--- config.mk ---
export PLATFORM = sky130hd
export DESIGN_NAME = fp_dispatcher
export DESIGN_NICKNAME = d
export VERILOG_FILES = /design/src/rtl/fp_pkg.sv /design/src/rtl/fp_out_stage.sv /design/src/rtl/fp_dispatcher.sv
export SDC_FILE = /design/constraint.sdc
export NUM_CORES = 1
export LEC_CHECK = 0
export BUFFER_PORTS_ARGS = -buffer_cell sky130_fd_sc_hd__buf_2
export CAP_MARGIN = 15
export CORE_AREA = 2 2 132 134
export DETAILED_ROUTE_END_ITERATION = 8
export DIE_AREA = 0 0 134 136
export GPL_TIMING_DRIVEN = 0
export PLACE_DENSITY = 0.68
export SETUP_SLACK_MARGIN = 0.3
export SKIP_CTS_REPAIR_TIMING = 1
export SYNTH_ARGS = -nofsm -noshare
export SYNTH_HDL_FRONTEND = slang
export SYNTH_SLANG_ARGS = --single-unit
--- constraint.sdc ---
create_clock -name clock -period 4.4 [get_ports clock]
set_input_delay 0.88 -clock clock [delete_from_list [all_inputs] [get_ports clock]]
set_output_delay 0.88 -clock clock [all_outputs]
set_load 0.005 [all_outputs]
--- src/rtl/fp_pkg.sv ---
// ---------------------------------------------------------------------------
// fp_pkg
// Shared types and default sizing for the fixed-priority dispatcher slice.
//   QID_W   : queue-id width for the default queue count
//   STALL_W : stall counter width for the default timeout (saturating count
//             up to and including STALL_TIMEOUT)
//   dispatch_state_t : dispatcher FSM states
//   qid_t   : queue identifier at the default queue count
// ---------------------------------------------------------------------------
package fp_pkg;

    localparam int NUMBER_OF_QUEUES_DEFAULT = 4;
    localparam int DATA_WIDTH_DEFAULT       = 64;
    localparam int STALL_TIMEOUT_DEFAULT    = 256;

    localparam int QID_W   = $clog2(NUMBER_OF_QUEUES_DEFAULT);
    localparam int STALL_W = $clog2(STALL_TIMEOUT_DEFAULT + 1);

    typedef enum logic {
        IDLE   = 1'b0,
        STREAM = 1'b1
    } dispatch_state_t;

    typedef logic [QID_W-1:0] qid_t;

endpackage

--- src/rtl/fp_out_stage.sv ---
// ---------------------------------------------------------------------------
// fp_out_stage
// Single-entry registered valid/ready slice carrying {data, last}.
// Ports:
//   clock, reset       : system clock, synchronous active-high reset
//   load               : a beat is being popped this cycle; capture it
//   load_data/last     : beat to capture
//   m_ready            : downstream accepts the held beat
//   accept             : slice can take a new beat this cycle
//   m_valid/data/last  : registered output beat
// ---------------------------------------------------------------------------
module fp_out_stage #(
    parameter int WIDTH = 64
) (
    input  logic             clock,
    input  logic             reset,
    input  logic             load,
    input  logic [WIDTH-1:0] load_data,
    input  logic             load_last,
    input  logic             m_ready,
    output logic             accept,
    output logic             m_valid,
    output logic [WIDTH-1:0] m_data,
    output logic             m_last
);

    // Empty, or the held beat leaves on this edge: either way there is room.
    assign accept = !m_valid || m_ready;

    // NOTE: sequential state uses non-blocking assignments so every register
    // samples pre-edge values regardless of statement order.
    always_ff @(posedge clock) begin
        if (reset) begin
            m_valid <= 1'b0;
            m_data  <= '0;
            m_last  <= 1'b0;
        end else if (load) begin
            m_valid <= 1'b1;
            m_data  <= load_data;
            m_last  <= load_last;
        end else if (m_ready) begin
            m_valid <= 1'b0;
        end
    end

endmodule

--- src/rtl/fp_dispatcher.sv ---
// ---------------------------------------------------------------------------
// fp_dispatcher
// Locks a grant onto the queue chosen by the fixed-priority selector for one
// whole packet, pops beats from that first-word-fall-through queue and
// forwards them through a registered valid/ready stage. Re-arbitrates only at
// packet boundaries; drops a grant whose queue stays empty mid-packet for
// STALL_TIMEOUT cycles and raises a sticky stall_error.
// Ports:
//   clock, reset   : system clock, synchronous active-high reset
//   selection      : queue id from the selector (sampled only in IDLE)
//   q_empty        : per-queue empty flags
//   q_data         : per-queue head beats, queue i at [i*DATA_WIDTH +: DATA_WIDTH]
//   q_last         : per-queue head-is-end-of-packet flags
//   q_pop          : one-hot pop, head consumed on the same edge
//   m_data/last/valid, m_ready : registered output beat handshake
//   busy           : grant held (STREAM)
//   grant_id       : locked queue id
//   stall_error    : sticky timeout flag, cleared only by reset
// ---------------------------------------------------------------------------
module fp_dispatcher
    import fp_pkg::*;
#(
    parameter int NUMBER_OF_QUEUES = NUMBER_OF_QUEUES_DEFAULT,
    parameter int DATA_WIDTH       = DATA_WIDTH_DEFAULT,
    parameter int STALL_TIMEOUT    = STALL_TIMEOUT_DEFAULT
) (
    input  logic                                   clock,
    input  logic                                   reset,
    input  logic [$clog2(NUMBER_OF_QUEUES)-1:0]    selection,
    input  logic [NUMBER_OF_QUEUES-1:0]            q_empty,
    input  logic [NUMBER_OF_QUEUES*DATA_WIDTH-1:0] q_data,
    input  logic [NUMBER_OF_QUEUES-1:0]            q_last,
    output logic [NUMBER_OF_QUEUES-1:0]            q_pop,
    output logic [DATA_WIDTH-1:0]                  m_data,
    output logic                                   m_last,
    output logic                                   m_valid,
    input  logic                                   m_ready,
    output logic                                   busy,
    output logic [$clog2(NUMBER_OF_QUEUES)-1:0]    grant_id,
    output logic                                   stall_error
);

    localparam int QW = $clog2(NUMBER_OF_QUEUES);
    localparam int CW = $clog2(STALL_TIMEOUT + 1);
    localparam logic [CW-1:0] STALL_LIMIT = CW'(STALL_TIMEOUT - 1);

    dispatch_state_t state, state_next;
    logic [QW-1:0]   grant_next;
    logic [CW-1:0]   stall_cnt, stall_cnt_next;
    logic            stall_error_next;
    logic            accept;
    logic            pop;

    logic                  head_empty;
    logic                  head_last;
    logic [DATA_WIDTH-1:0] head_data;

    assign head_empty = q_empty[grant_id];
    assign head_last  = q_last[grant_id];
    assign head_data  = q_data[grant_id*DATA_WIDTH +: DATA_WIDTH];
    assign busy       = (state == STREAM);

    // NOTE: every always_comb output gets a default first, so no path can
    // leave a value unassigned and infer a latch.
    always_comb begin
        state_next       = state;
        grant_next       = grant_id;
        stall_cnt_next   = stall_cnt;
        stall_error_next = stall_error;
        pop              = 1'b0;

        case (state)
            IDLE: begin
                // An all-empty selector output (tie) simply fails this test.
                stall_cnt_next = '0;
                if (!q_empty[selection]) begin
                    grant_next = selection;
                    state_next = STREAM;
                end
            end

            STREAM: begin
                if (!head_empty) begin
                    // Backpressure with data waiting is not a stall: the
                    // counter only moves while the granted queue is empty.
                    if (accept) begin
                        pop            = 1'b1;
                        stall_cnt_next = '0;
                        if (head_last) begin
                            state_next = IDLE;
                        end
                    end
                end else if (stall_cnt >= STALL_LIMIT) begin
                    stall_error_next = 1'b1;
                    state_next       = IDLE;
                end else begin
                    // Leaving STREAM at the limit keeps the count from ever
                    // passing STALL_TIMEOUT-1, so it cannot wrap.
                    stall_cnt_next = stall_cnt + 1'b1;
                end
            end

            default: state_next = IDLE;
        endcase

        // Reset abandons the packet without consuming anything from the queue.
        if (reset) begin
            pop = 1'b0;
        end
    end

    always_comb begin
        q_pop = '0;
        if (pop) begin
            q_pop[grant_id] = 1'b1;
        end
    end

    always_ff @(posedge clock) begin
        if (reset) begin
            state       <= IDLE;
            grant_id    <= '0;
            stall_cnt   <= '0;
            stall_error <= 1'b0;
        end else begin
            state       <= state_next;
            grant_id    <= grant_next;
            stall_cnt   <= stall_cnt_next;
            stall_error <= stall_error_next;
        end
    end

    fp_out_stage #(
        .WIDTH (DATA_WIDTH)
    ) u_out_stage (
        .clock     (clock),
        .reset     (reset),
        .load      (pop),
        .load_data (head_data),
        .load_last (head_last),
        .m_ready   (m_ready),
        .accept    (accept),
        .m_valid   (m_valid),
        .m_data    (m_data),
        .m_last    (m_last)
    );

endmodule

==> qor.csv, run 1 <==
stage;metric;value;unit
sta;finalCriticalPeriod;3.52;ns
global_route;antenna_found_initial;3;
power_and_ir_drop;power_frac_seq;35.0;%
global_route;grt_pass1_vias;4947;
critical_path;r2r_setup_slack;2.10;ns
cts;clkSlewWorstSetupHoldPaths;0.06;ns
cells_and_area;fillCellCount;1704;
floorplanning;io_pins;343;
routing;via_count;5142;
global_route;overflow;0;
routing;routedWlPerCell;17.9;um
power_and_ir_drop;comb_power_share;25.9;%
sta;setup_viol;0;
critical_path;critPathLaunchType;input port;
cts;clkLatencyLatePin;0.34;ns
floorplanning;rows;48;
placed_design;place_inst;1028;
synth;yosysSeqAreaShare;34.2;%
routing;drcViolationCount;0;
cts;cts-root-buf;clkbuf_16;
power_and_ir_drop;switching_power;0.605;mW
worst_hold_path;hold_end;u_out_stage.m_data[54];
sta;worst-slew-pin-transition;0.869;ns
cts;cts_tree;yes;
critical_path;path_cells;buf_2, mux2_1, nor3b_2, o21ai_2, buf_2, nor4b_1, buf_2;
floorplanning;initial_core_util;27.4;%
floorplanning;fp.dieH;136;um
global_route;grt_max_degree;14;
critical_path;crit_fanout;10;
synth;synthCells;461;
cts;max-clock-path-buffers;2;
routing;vias_per_cell;4.91;
sta;skew;0.00884;ns
status;status;complete, no violations;
cts;cts_made_buffers;9;
power_and_ir_drop;p_leak;3.08;nW
worst_hold_path;min-delay-start;u_out_stage.m_data[54];
synth;ys.flop_type;dfxtp_1;
cells_and_area;final_nets;1085;
critical_path;critPathMaxStageDelay;0.34;ns
floorplanning;coreArea;16900;um^2
critical_path;path_buf_inv;3;
sta;final_max_slew_viol_count;0;
critical_path;crit_path_frequent_cell;buf_2;
routing;drtPass1Iterations;4;
critical_path;startpoint;q_empty[2];
cells_and_area;drive_above_1_share;55.1;%
synth;synth-async-reset-ratio;0;%
floorplanning;die_x;134;um
sta;rsz0062_at_grt;no;
sta;max_slew_margin;42.0;%
power_and_ir_drop;p_per_area;320;nW/um^2
critical_path;required;3.52;ns
sta;min_period_over_period;80.0;%
placed_design;io_buffer_count;342;
power_and_ir_drop;total_power;2.24;mW
floorplanning;dieArea;18200;um^2
cts;cts-htree-levels;3;
worst_hold_path;worstHoldPathCells;2;
critical_path;arrival;2.64;ns
run;drv_cap;0;
critical_path;crit_type;in2out;
critical_path;cpMaxStageDelayCell;mux2_1;
routing;wl;18800;um
global_route;grt_pass1_wl;27300;um
critical_path;reg2reg_from;stall_cnt[0];
cells_and_area;multi_input_area;2810;um^2
placed_design;routabilityCongestion;0.831;
synth;syn_avg_cell_area;10.0;um^2
global_route;track_usage;19.8;%
sta;tns;0;ns
synth;syn-cell-area;4630;um^2
power_and_ir_drop;switching_share;27.1;%
routing;drt-initial-drc-count;239;
sta;max_freq;284;MHz
synth;ys_seq_elements;79;
critical_path;reg2reg_to;stall_cnt[6];
placed_design;dpl.hpwl;15200;um
cts;clkSinkCount;79;
power_and_ir_drop;peakVddDrop;0.197;mV
power_and_ir_drop;p_clk_share;39.1;%
critical_path;critPathTopFamily;simple AND/OR/NAND/NOR gates;
worst_hold_path;hold_path.class;reg2reg;
sta;worst_slack;0.879;ns
synth;ys.warnings.count;0;
cells_and_area;synthToLayoutAreaGrowth;50.8;%
placed_design;place_ws;0.836;ns
cells_and_area;layout.cells.non_filler;1048;
cells_and_area;seq_area;1580;um^2
synth;syn_nets;732;
synth;synth.distinct_cells;36;
critical_path;end_kind;output pin;
routing;ant_nets;0;
sta;finalHoldViolCount;0;
sta;holdWs;0.450;ns
power_and_ir_drop;intPower;1.63;mW
critical_path;r2r_cells;11;
synth;synth-edff-count;0;
## layout make-up
| type | count | share of cell area [%] |
|---|---|---|
| Antenna cell | 4 | 0.143 |
| Sequential cell | 79 | 22.7 |
| Tap cell | 225 | 4.04 |
| Clock buffer | 10 | 3.43 |
| Timing Repair Buffer | 342 | 24.5 |
| Multi-Input combinational cell | 339 | 40.2 |
| Clock inverter | 6 | 1.54 |
| Inverter | 3 | 0.161 |
| Buffer | 40 | 3.28 |
## sequential cells by signal (all words and copies together) (netlist names)
register             flops
u_out_stage.m_valid      1
stall_cnt                9
grant_id                 2
u_out_stage.m_data      64
busy                     1
stall_error              1
u_out_stage.m_last       1
## worst register-to-register path, cell delays in order (launching register included)
cell and delay, ns:
dfxtp_1 0.36, ha_1 0.25, nand3_1 0.13, nor2_1 0.08, and3_1 0.19, ha_1 0.17
nor2_1 0.18, o211ai_2 0.18, nor3b_2 0.21, buf_4 0.18, o211ai_1 0.18, o31ai_1 0.09
## placed cells by master, fill, tap and decap left out, types with 3 or more instances in the layout
cell	n
bufinv_16	3
nand2_1	137
buf_2	351
nand4_1	3
mux2i_1	3
diode_2	4
a21oi_1	75
nor3b_2	3
nand3_1	6
a31oi_1	3
clkbuf_1	21
nor3_1	3
nor2_1	9
mux4_2	66
clkbuf_16	9
inv_1	3
dfxtp_1	79
buf_6	8
o21ai_0	5
## power by group through the flow
stage	logic, mW	registers (mW)	clock network (mW)
final	0.579	0.782	0.874
after global routing	0.631	0.786	0.926
after CTS	0.584	0.782	0.891
after detailed placement	0.582	0.797	0
after global placement	0.573	0.795	0
after floorplan	0.320	0.801	0
## synthesized netlist by cell type (2+ instances only)
cell type	number	area share, %
o211ai_1	2	0.32
buf_6	8	1.9
o21ai_0	5	0.54
mux4_2	66	32
inv_1	3	0.24
and3_1	2	0.27
o21a_1	2	0.32
dfxtp_1	79	34
clkbuf_1	21	1.7
nand4_1	3	0.41
a21oi_1	75	8.1
nor4b_1	2	0.38
nor3_1	3	0.32
nand2_1	137	11
nand3_1	6	0.65
a31oi_1	3	0.41
nor4_1	2	0.27
nor3b_2	3	0.81
buf_2	9	0.97
nand2b_1	2	0.27
nor2_1	9	0.73
buf_4	2	0.32
mux2i_1	3	0.65
ha_1	2	0.54
## kinds of logic (layout without fill, tap and decap cells)
family                     count (synthesis)  after routing  share of synthesized area (%)
buffers and inverters                     43            401                           5.19
muxes                                     72             72                           33.6
adders and majority gates                  2              2                          0.541
AOI/OAI and AO/OA                         92             92                           10.7
and+or+nand+nor                          173            173                           15.8
DFF                                       79             79                           34.2
other                                      0              4                              0
## layer usage
metal | global-route usage [%] | wire length [um]
met4 | 6.80 | 317
met5 | 0 | 0
met3 | 4.51 | 1280
met1 | 25.0 | 7870
met2 | 33.3 | 9300
## worst max-delay path by stage
| stage | to | slack (ns) | depth (start not counted) |
|---|---|---|---|
| floorplan | q_pop[2] | 1.46 | 5 |
| global placement | q_pop[2] | 0.89 | 7 |
| detailed placement | q_pop[3] | 0.84 | 7 |
| CTS | q_pop[3] | 0.81 | 7 |
| global route | q_pop[3] | 0.73 | 7 |
| finish | q_pop[3] | 0.88 | 7 |
## metrics by stage
| stage | utilization [%] | cell area (um^2) |
|---|---|---|
| floorplan | - | 4630 |
| global placement | 39.2 | 6620 |
| detailed placement | 39.2 | 6620 |
| CTS | 41.3 | 6970 |
| global route | 41.3 | 6970 |
| finish | 41.3 | 6980 |
(Power assumes the default switching activity.)
==> run 2, diff against run 1 <==
--- a/config.mk
+++ b/config.mk
@@ -7,11 +7,11 @@
 export LEC_CHECK = 0
 export BUFFER_PORTS_ARGS = -buffer_cell sky130_fd_sc_hd__buf_2
 export CAP_MARGIN = 15
-export CORE_AREA = 2 2 132 134
+export CORE_AREA = 2 2 133 135
 export DETAILED_ROUTE_END_ITERATION = 8
-export DIE_AREA = 0 0 134 136
+export DIE_AREA = 0 0 135 137
 export GPL_TIMING_DRIVEN = 0
-export PLACE_DENSITY = 0.68
+export PLACE_DENSITY = 0.69
 export SETUP_SLACK_MARGIN = 0.3
 export SKIP_CTS_REPAIR_TIMING = 1
 export SYNTH_ARGS = -nofsm -noshare
==> constraint.sdc (replaced) <==
create_clock -name clock -period 2.9 [get_ports clock]
set_input_delay 0.58 -clock clock [delete_from_list [all_inputs] [get_ports clock]]
set_output_delay 0.58 -clock clock [all_outputs]
set_load 0.005 [all_outputs]
==> run 2 against run 1 <==
  * Sequential share of layout area is 0.47 points lower
  * Critical path type is now reg2out
  * Power is 51% higher
  * Worst hold slack better by 0.00066 ns
  * Die area is 1.5% higher
==> qor.csv, run 2 (synthesis results as in run 1) <==
stage;metric;value;unit;change
power_and_ir_drop;p_leak;3.16;nW;+2.5%
global_route;grt_max_degree;13;;-1
routing;wl;19000;um;+1.2%
run;drv_cap;0;;unchanged
floorplanning;fp.dieH;137;um;+0.74%
routing;ant_nets;0;;unchanged
critical_path;required;2.32;ns;-1.20 ns
critical_path;critPathMaxStageDelay;0.35;ns;about the same
global_route;antenna_found_initial;1;;-2
cts;cts_made_buffers;9;;unchanged
critical_path;arrival;2.12;ns;-0.52 ns
floorplanning;rows;48;;unchanged
critical_path;crit_type;reg2out;;
sta;final_max_slew_viol_count;0;;unchanged
critical_path;critPathLaunchType;register;;
critical_path;crit_fanout;6;;-4
worst_hold_path;hold_path.class;reg2reg;;
cts;cts-htree-levels;3;;unchanged
routing;drtPass1Iterations;5;;+1
power_and_ir_drop;p_per_area;473;nW/um^2;+48%
sta;worst-slew-pin-transition;0.990;ns;+0.121 ns
floorplanning;initial_core_util;27.1;%;-0.29 points
placed_design;routabilityCongestion;0.856;;+3.0%
cts;cts-root-buf;clkbuf_16;;
sta;worst_slack;0.195;ns;-0.684 ns
global_route;grt_pass1_vias;5092;;+2.9%
sta;rsz0062_at_grt;yes;;
cells_and_area;drive_above_1_share;56.5;%;+1.4 points
critical_path;cpMaxStageDelayCell;dfxtp_2;;
global_route;grt_pass1_wl;27400;um;+0.71%
placed_design;dpl.hpwl;15300;um;+0.70%
cells_and_area;final_cell_mix;buf_2 (350), nand2_1 (137), dfxtp_1 (78);;
critical_path;end_kind;output pin;;
sta;max_slew_margin;34.0;%;-8.1 points
cells_and_area;seq_area;1580;um^2;about the same
routing;drt-initial-drc-count;241;;+0.84%
critical_path;path_buf_inv;3;;unchanged
sta;max_freq;370;MHz;
floorplanning;die_x;135;um;+0.75%
cells_and_area;antenna-diode-count;0;;-4
routing;vias_per_cell;4.97;;+1.2%
placed_design;place_area;6620;um^2;unchanged
sta;min_period_over_period;93.3;%;
sta;finalHoldViolCount;0;;unchanged
cells_and_area;final_area;7130;um^2;+2.2%
cts;clkSlewWorstSetupHoldPaths;0.06;ns;about the same
cells_and_area;largestRegisters;u_out_stage.m_data (64), stall_cnt (9), grant_id (2);;
cts;clkSinkCount;79;;unchanged
cells_and_area;final_nets;1097;;+1.1%
sta;setup_viol;0;;unchanged
floorplanning;dieArea;18500;um^2;+1.5%
routing;drcViolationCount;0;;unchanged
placed_design;io_buffer_count;342;;unchanged
cts;cts_tree;yes;;
cts;clkLatencyLatePin;0.34;ns;about the same
critical_path;critPathTopFamily;simple AND/OR/NAND/NOR gates;;
sta;holdWs;0.451;ns;+0.000656 ns
cells_and_area;largest_reg_flops;64;;unchanged
cts;max-clock-path-buffers;2;;unchanged
placed_design;place_ws;-0.0624;ns;-0.899 ns
sta;skew;0.00607;ns;-0.00277 ns
sta;finalCriticalPeriod;2.70;ns;
cells_and_area;fillCellCount;1708;;+0.23%
routing;via_count;5234;;+1.8%
power_and_ir_drop;peakVddDrop;0.324;mV;+64%
critical_path;crit_path_frequent_cell;buf_12;;
global_route;track_usage;19.9;%;+0.11 points
cells_and_area;synthToLayoutAreaGrowth;54.1;%;
cells_and_area;layout_commonest_cell;buf_2;;
cells_and_area;top_register;u_out_stage.m_data;;
floorplanning;io_pins;343;;unchanged
global_route;overflow;0;;unchanged
routing;routedWlPerCell;18.0;um;+0.58%
status;status;complete, no violations;;
critical_path;path_cells;buf_12, mux2_4, nor3b_4, o21ai_4, buf_12, nor4b_4, buf_2;;
floorplanning;coreArea;17100;um^2;+1.1%
cells_and_area;multi_input_area;2870;um^2;+2.4%
## run 2: cell count changes in the layout (fill, tap and decap cells not counted), sizes merged
cell,change
bufinv,-1
clkinv,-2
buf,+13
diode,-4
## run 2: final timing paths
check | from | endpoint | slack, ns | depth (start not counted)
worst max-delay path | grant_id[1] | q_pop[3] | 0.20 | 7
worst min register to register | u_out_stage.m_data[52] | u_out_stage.m_data[52] | 0.45 | 2
worst max register to register | stall_cnt[0] | stall_cnt[2] | 0.62 | 11
worst min-delay path | u_out_stage.m_data[52] | u_out_stage.m_data[52] | 0.45 | 2
## run 2: per-layer routing
metal / GRT usage [%] / wire length, um
met2: 34.5 / 9620
met4: 8.74 / 514
met1: 23.9 / 7460
met3: 4.07 / 1380
met5: 0 / 13
## run 2: area by class of cell
type	count	share of cell area, %
Buffer	40	3.65
Clock buffer	11	3.55
Clock inverter	3	0.948
Inverter	3	0.158
Multi-Input combinational cell	339	40.3
Sequential cell	79	22.2
Tap cell	225	3.95
Timing Repair Buffer	354	25.3
## run 2: power breakdown
group | switching (mW) | internal [mW] | total, mW
Clock | 0.465 | 0.792 | 1.26
Combinational | 0.435 | 0.492 | 0.928
Sequential | 0.0334 | 1.15 | 1.19
Total | 0.934 | 2.44 | 3.37
## run 2: metrics by stage
step	instances	total power, mW	setup TNS, ns	util [%]
6_report	1054	3.37	0	41.8
5_1_grt	1054	3.53	0	41.8
4_1_cts	1042	3.36	-1.15	40.7
3_5_place_dp	1028	2.09	-0.0918	38.8
3_3_place_gp	1028	2.08	-0.0792	38.8
2_1_floorplan	461	1.70	0	-
## run 2: tightest hold or removal path: cells and delay by family (launching register included)
kind	cells	cell delay (ns)
AO/OA/AOI/OAI	1	0.05
flip-flops	1	0.30
AND/OR/NAND/NOR	1	0.05
==> run 3, diff against run 2 <==
--- a/config.mk
+++ b/config.mk
@@ -7,13 +7,14 @@
 export LEC_CHECK = 0
 export BUFFER_PORTS_ARGS = -buffer_cell sky130_fd_sc_hd__buf_2
 export CAP_MARGIN = 15
-export CORE_AREA = 2 2 133 135
+export CORE_AREA = 2 2 135 137
 export DETAILED_ROUTE_END_ITERATION = 8
-export DIE_AREA = 0 0 135 137
+export DIE_AREA = 0 0 137 139
 export GPL_TIMING_DRIVEN = 0
-export PLACE_DENSITY = 0.69
+export PLACE_DENSITY = 0.68
 export SETUP_SLACK_MARGIN = 0.3
 export SKIP_CTS_REPAIR_TIMING = 1
 export SYNTH_ARGS = -nofsm -noshare
 export SYNTH_HDL_FRONTEND = slang
+export SYNTH_HIERARCHICAL = 1
 export SYNTH_SLANG_ARGS = --single-unit
==> run 3 against run 2 <==
  * Worst hold slack improved by 0.023 ns
  * Largest power group unchanged
  * Non-clock buffer count decreased by 11
  * Critical path depth is the same
  * Register-to-register slack got worse by 0.09 ns
  * Routed wire length hardly changed
  * Clock skew is essentially flat
  * Utilization shrank 1.1 points
  * Highest routed layer is now met4
  * Via count is 9.1% lower
  * Die area rose by 3.0%
==> qor.csv, run 3 <==
stage;metric;value;unit;change
sta;skew;0.00575;ns;-0.000319 ns
cts;cts-root-buf;clkbuf_16;;
cells_and_area;fillCellCount;1776;;+4.0%
synth;synth-edff-count;0;;unchanged
power_and_ir_drop;p_clk_share;40.4;%;+3.1 points
routing;wl;19000;um;about the same
synth;synthTopCellsByCount;dfxtp_1 (79), nor2_1 (71), mux2i_1 (69), mux4_2 (66), clkbuf_1 (15);;
critical_path;r2r_setup_slack;0.53;ns;-0.09 ns
floorplanning;die_x;137;um;+1.5%
synth;ys_seq_elements;79;;unchanged
sta;max_freq;385;MHz;+4.2%
power_and_ir_drop;p_leak;3.19;nW;+0.92%
critical_path;crit_type;reg2out;;
synth;netlist_top_cells_area;dfxtp_1 (33%), mux4_2 (31%), mux2i_1 (15%), nor2_1 (5.6%), buf_12 (2.1%);;
floorplanning;dieArea;19000;um^2;+3.0%
critical_path;arrival;2.02;ns;-0.10 ns
floorplanning;io_pins;343;;unchanged
cells_and_area;layout.cells.non_filler;985;;-6.5%
sta;final_max_slew_viol_count;0;;unchanged
sta;holdWs;0.474;ns;+0.0230 ns
power_and_ir_drop;p_per_area;458;nW/um^2;-3.2%
synth;synth-async-reset-ratio;0;%;unchanged
run;drv_cap;0;;unchanged
sta;min_period_over_period;89.5;%;-3.8 points
critical_path;reg2reg_from;grant_id[0];;
floorplanning;rows;49;;+2.1%
placed_design;routabilityCongestion;0.890;;+3.9%
worst_hold_path;worstHoldPathCells;2;;unchanged
cells_and_area;seq_area;1580;um^2;unchanged
routing;drt-initial-drc-count;232;;-3.7%
synth;syn-cell-area;4750;um^2;+2.6%
synth;syn_avg_cell_area;12.1;um^2;+21%
cells_and_area;largestRegisters;u_out_stage/m_data (64), stall_cnt (9), grant_id (2);;
global_route;antenna_found_initial;1;;unchanged
cells_and_area;final_area;7180;um^2;+0.72%
cells_and_area;multi_input_area;2900;um^2;+0.87%
routing;met1Wirelength;7740;um;+3.8%
sta;finalHoldViolCount;0;;unchanged
synth;yosysMostFrequentCell;dfxtp_1;;
synth;synthCells;392;;-15%
cells_and_area;final_nets;1021;;-6.9%
floorplanning;initial_core_util;26.9;%;-0.25 points
synth;synth.distinct_cells;41;;+14%
cells_and_area;final_cell_mix;buf_2 (349), dfxtp_1 (78), nor2_1 (70);;
routing;vias_per_cell;4.83;;-2.7%
cells_and_area;top_register;u_out_stage/m_data;;
sta;rsz0062_at_grt;yes;;
placed_design;place_inst;962;;-6.4%
global_route;track_usage;19.2;%;-0.67 points
cts;clkSlewWorstSetupHoldPaths;0.06;ns;about the same
placed_design;dpl.hpwl;15300;um;+0.13%
synth;ys.warnings.count;6;;+6
global_route;grt_max_degree;14;;+1
power_and_ir_drop;total_power;3.29;mW;-2.5%
cts;clkSinkCount;79;;unchanged
cells_and_area;fin_util;40.7;%;-1.1 points
sta;setup_viol;0;;unchanged
worst_hold_path;hold_end;stall_error;;
sta;worst_slack;0.305;ns;+0.110 ns
power_and_ir_drop;intPower;2.46;mW;+0.75%
critical_path;end_kind;output pin;;
global_route;grt_pass1_wl;27100;um;-1.4%
floorplanning;coreArea;17700;um^2;+3.5%
synth;yosysSeqAreaShare;33.3;%;-0.86 points
placed_design;place_ws;0.176;ns;+0.239 ns
routing;ant_nets;0;;unchanged
critical_path;critPathLaunchType;register;;
routing;drcViolationCount;0;;unchanged
power_and_ir_drop;comb_power_share;24.6;%;-2.9 points
cts;cts_made_buffers;9;;unchanged
critical_path;required;2.32;ns;about the same
routing;routed.top_layer;met4;;
critical_path;reg2reg_to;u_out_stage/m_data[46];;
power_and_ir_drop;power_frac_seq;35.0;%;-0.2 points
routing;wl_met3;1230;um;-11%
synth;synth_top_cell_by_area;dfxtp_1;;
status;status;complete, no violations;;
critical_path;r2r_cells;11;;unchanged
sta;finalCriticalPeriod;2.60;ns;-0.110 ns
routing;routedWlPerCell;19.3;um;+7.0%
routing;wl_met2;9800;um;+1.9%
sta;worst-slew-pin-transition;0.806;ns;-0.184 ns
worst_hold_path;hold_path.class;reg2reg;;
routing;via_count;4759;;-9.1%
cells_and_area;layout_commonest_cell;buf_2;;
cells_and_area;largest_reg_flops;64;;unchanged
sta;tns;0;ns;unchanged
floorplanning;fp.dieH;139;um;+1.5%
cts;cts-htree-levels;3;;unchanged
synth;syn_nets;663;;-9.4%
cts;cts_tree;yes;;
global_route;grt_pass1_vias;4694;;-7.8%
placed_design;place_area;6740;um^2;+1.8%
sta;max_slew_margin;46.3;%;+12 points
cells_and_area;drive_above_1_share;60.9;%;+4.5 points
power_and_ir_drop;switching_power;0.833;mW;-11%
cts;clkLatencyLatePin;0.34;ns;about the same
critical_path;crit_fanout;5;;-1
placed_design;io_buffer_count;341;;-0.29%
worst_hold_path;min-delay-start;stall_error;;
global_route;overflow;0;;unchanged
cts;max-clock-path-buffers;2;;unchanged
cells_and_area;synthToLayoutAreaGrowth;51.3;%;
synth;netlist.area_leader.share;33.3;%;-0.86 points
power_and_ir_drop;switching_share;25.3;%;-2.4 points
synth;ys.flop_type;dfxtp_1;;
routing;drtPass1Iterations;4;;-1
power_and_ir_drop;peakVddDrop;0.270;mV;-16%
run 3: worst max path at each step:
stage / from / end / slack [ns] / cells past startpoint
CTS: grant_id[1] / q_pop[3] / -0.21 / 5
finish: grant_id[0] / q_pop[3] / 0.30 / 7
floorplan: q_empty[3] / q_pop[2] / 0.62 / 5
global placement: grant_id[1] / q_pop[3] / 0.24 / 5
detailed placement: grant_id[1] / q_pop[3] / 0.18 / 5
global route: grant_id[0] / q_pop[3] / 0.24 / 7
run 3: per-layer routing:
metal / vias up / GRT usage [%]
li1: 2224 / -
met1: 2308 / 23.2
met2: 209 / 34.4
met3: 18 / 3.76
met4: 0 / 5.10
met5: - / 0
run 3: critical path, stage by stage (launching register included):
cell      delay [ns]
dfxtp_2         0.33
buf_6           0.11
mux4_2          0.53
nand2b_4        0.17
buf_8           0.13
nor2_4          0.13
and3_4          0.20
buf_6           0.09
run 3: cells by family after synthesis:
kind of cell | share of synthesized area (%)
simple gates | 9.52
buf+inv | 6.22
flops | 33.3
mux | 45.9
compound gates | 4.53
fa+ha+maj | 0.527
run 3: power by group through the flow:
stage	combinational, mW	sequential, mW	clock, mW
finish	0.809	1.15	1.33
global route	0.874	1.16	1.40
detailed placement	0.798	1.18	0
global placement	0.786	1.17	0
CTS	0.801	1.15	1.37
floorplan	0.450	1.18	0
run 3: cell type report:
type	instances	area share, %
antenna	1	0.0348
buffer	35	3.76
clock buffer	11	3.38
clock inverter	5	1.45
inverter	8	0.418
multi-input combinational	269	40.3
sequential	79	22.0
tap	229	3.99
timing repair buffer	348	24.6
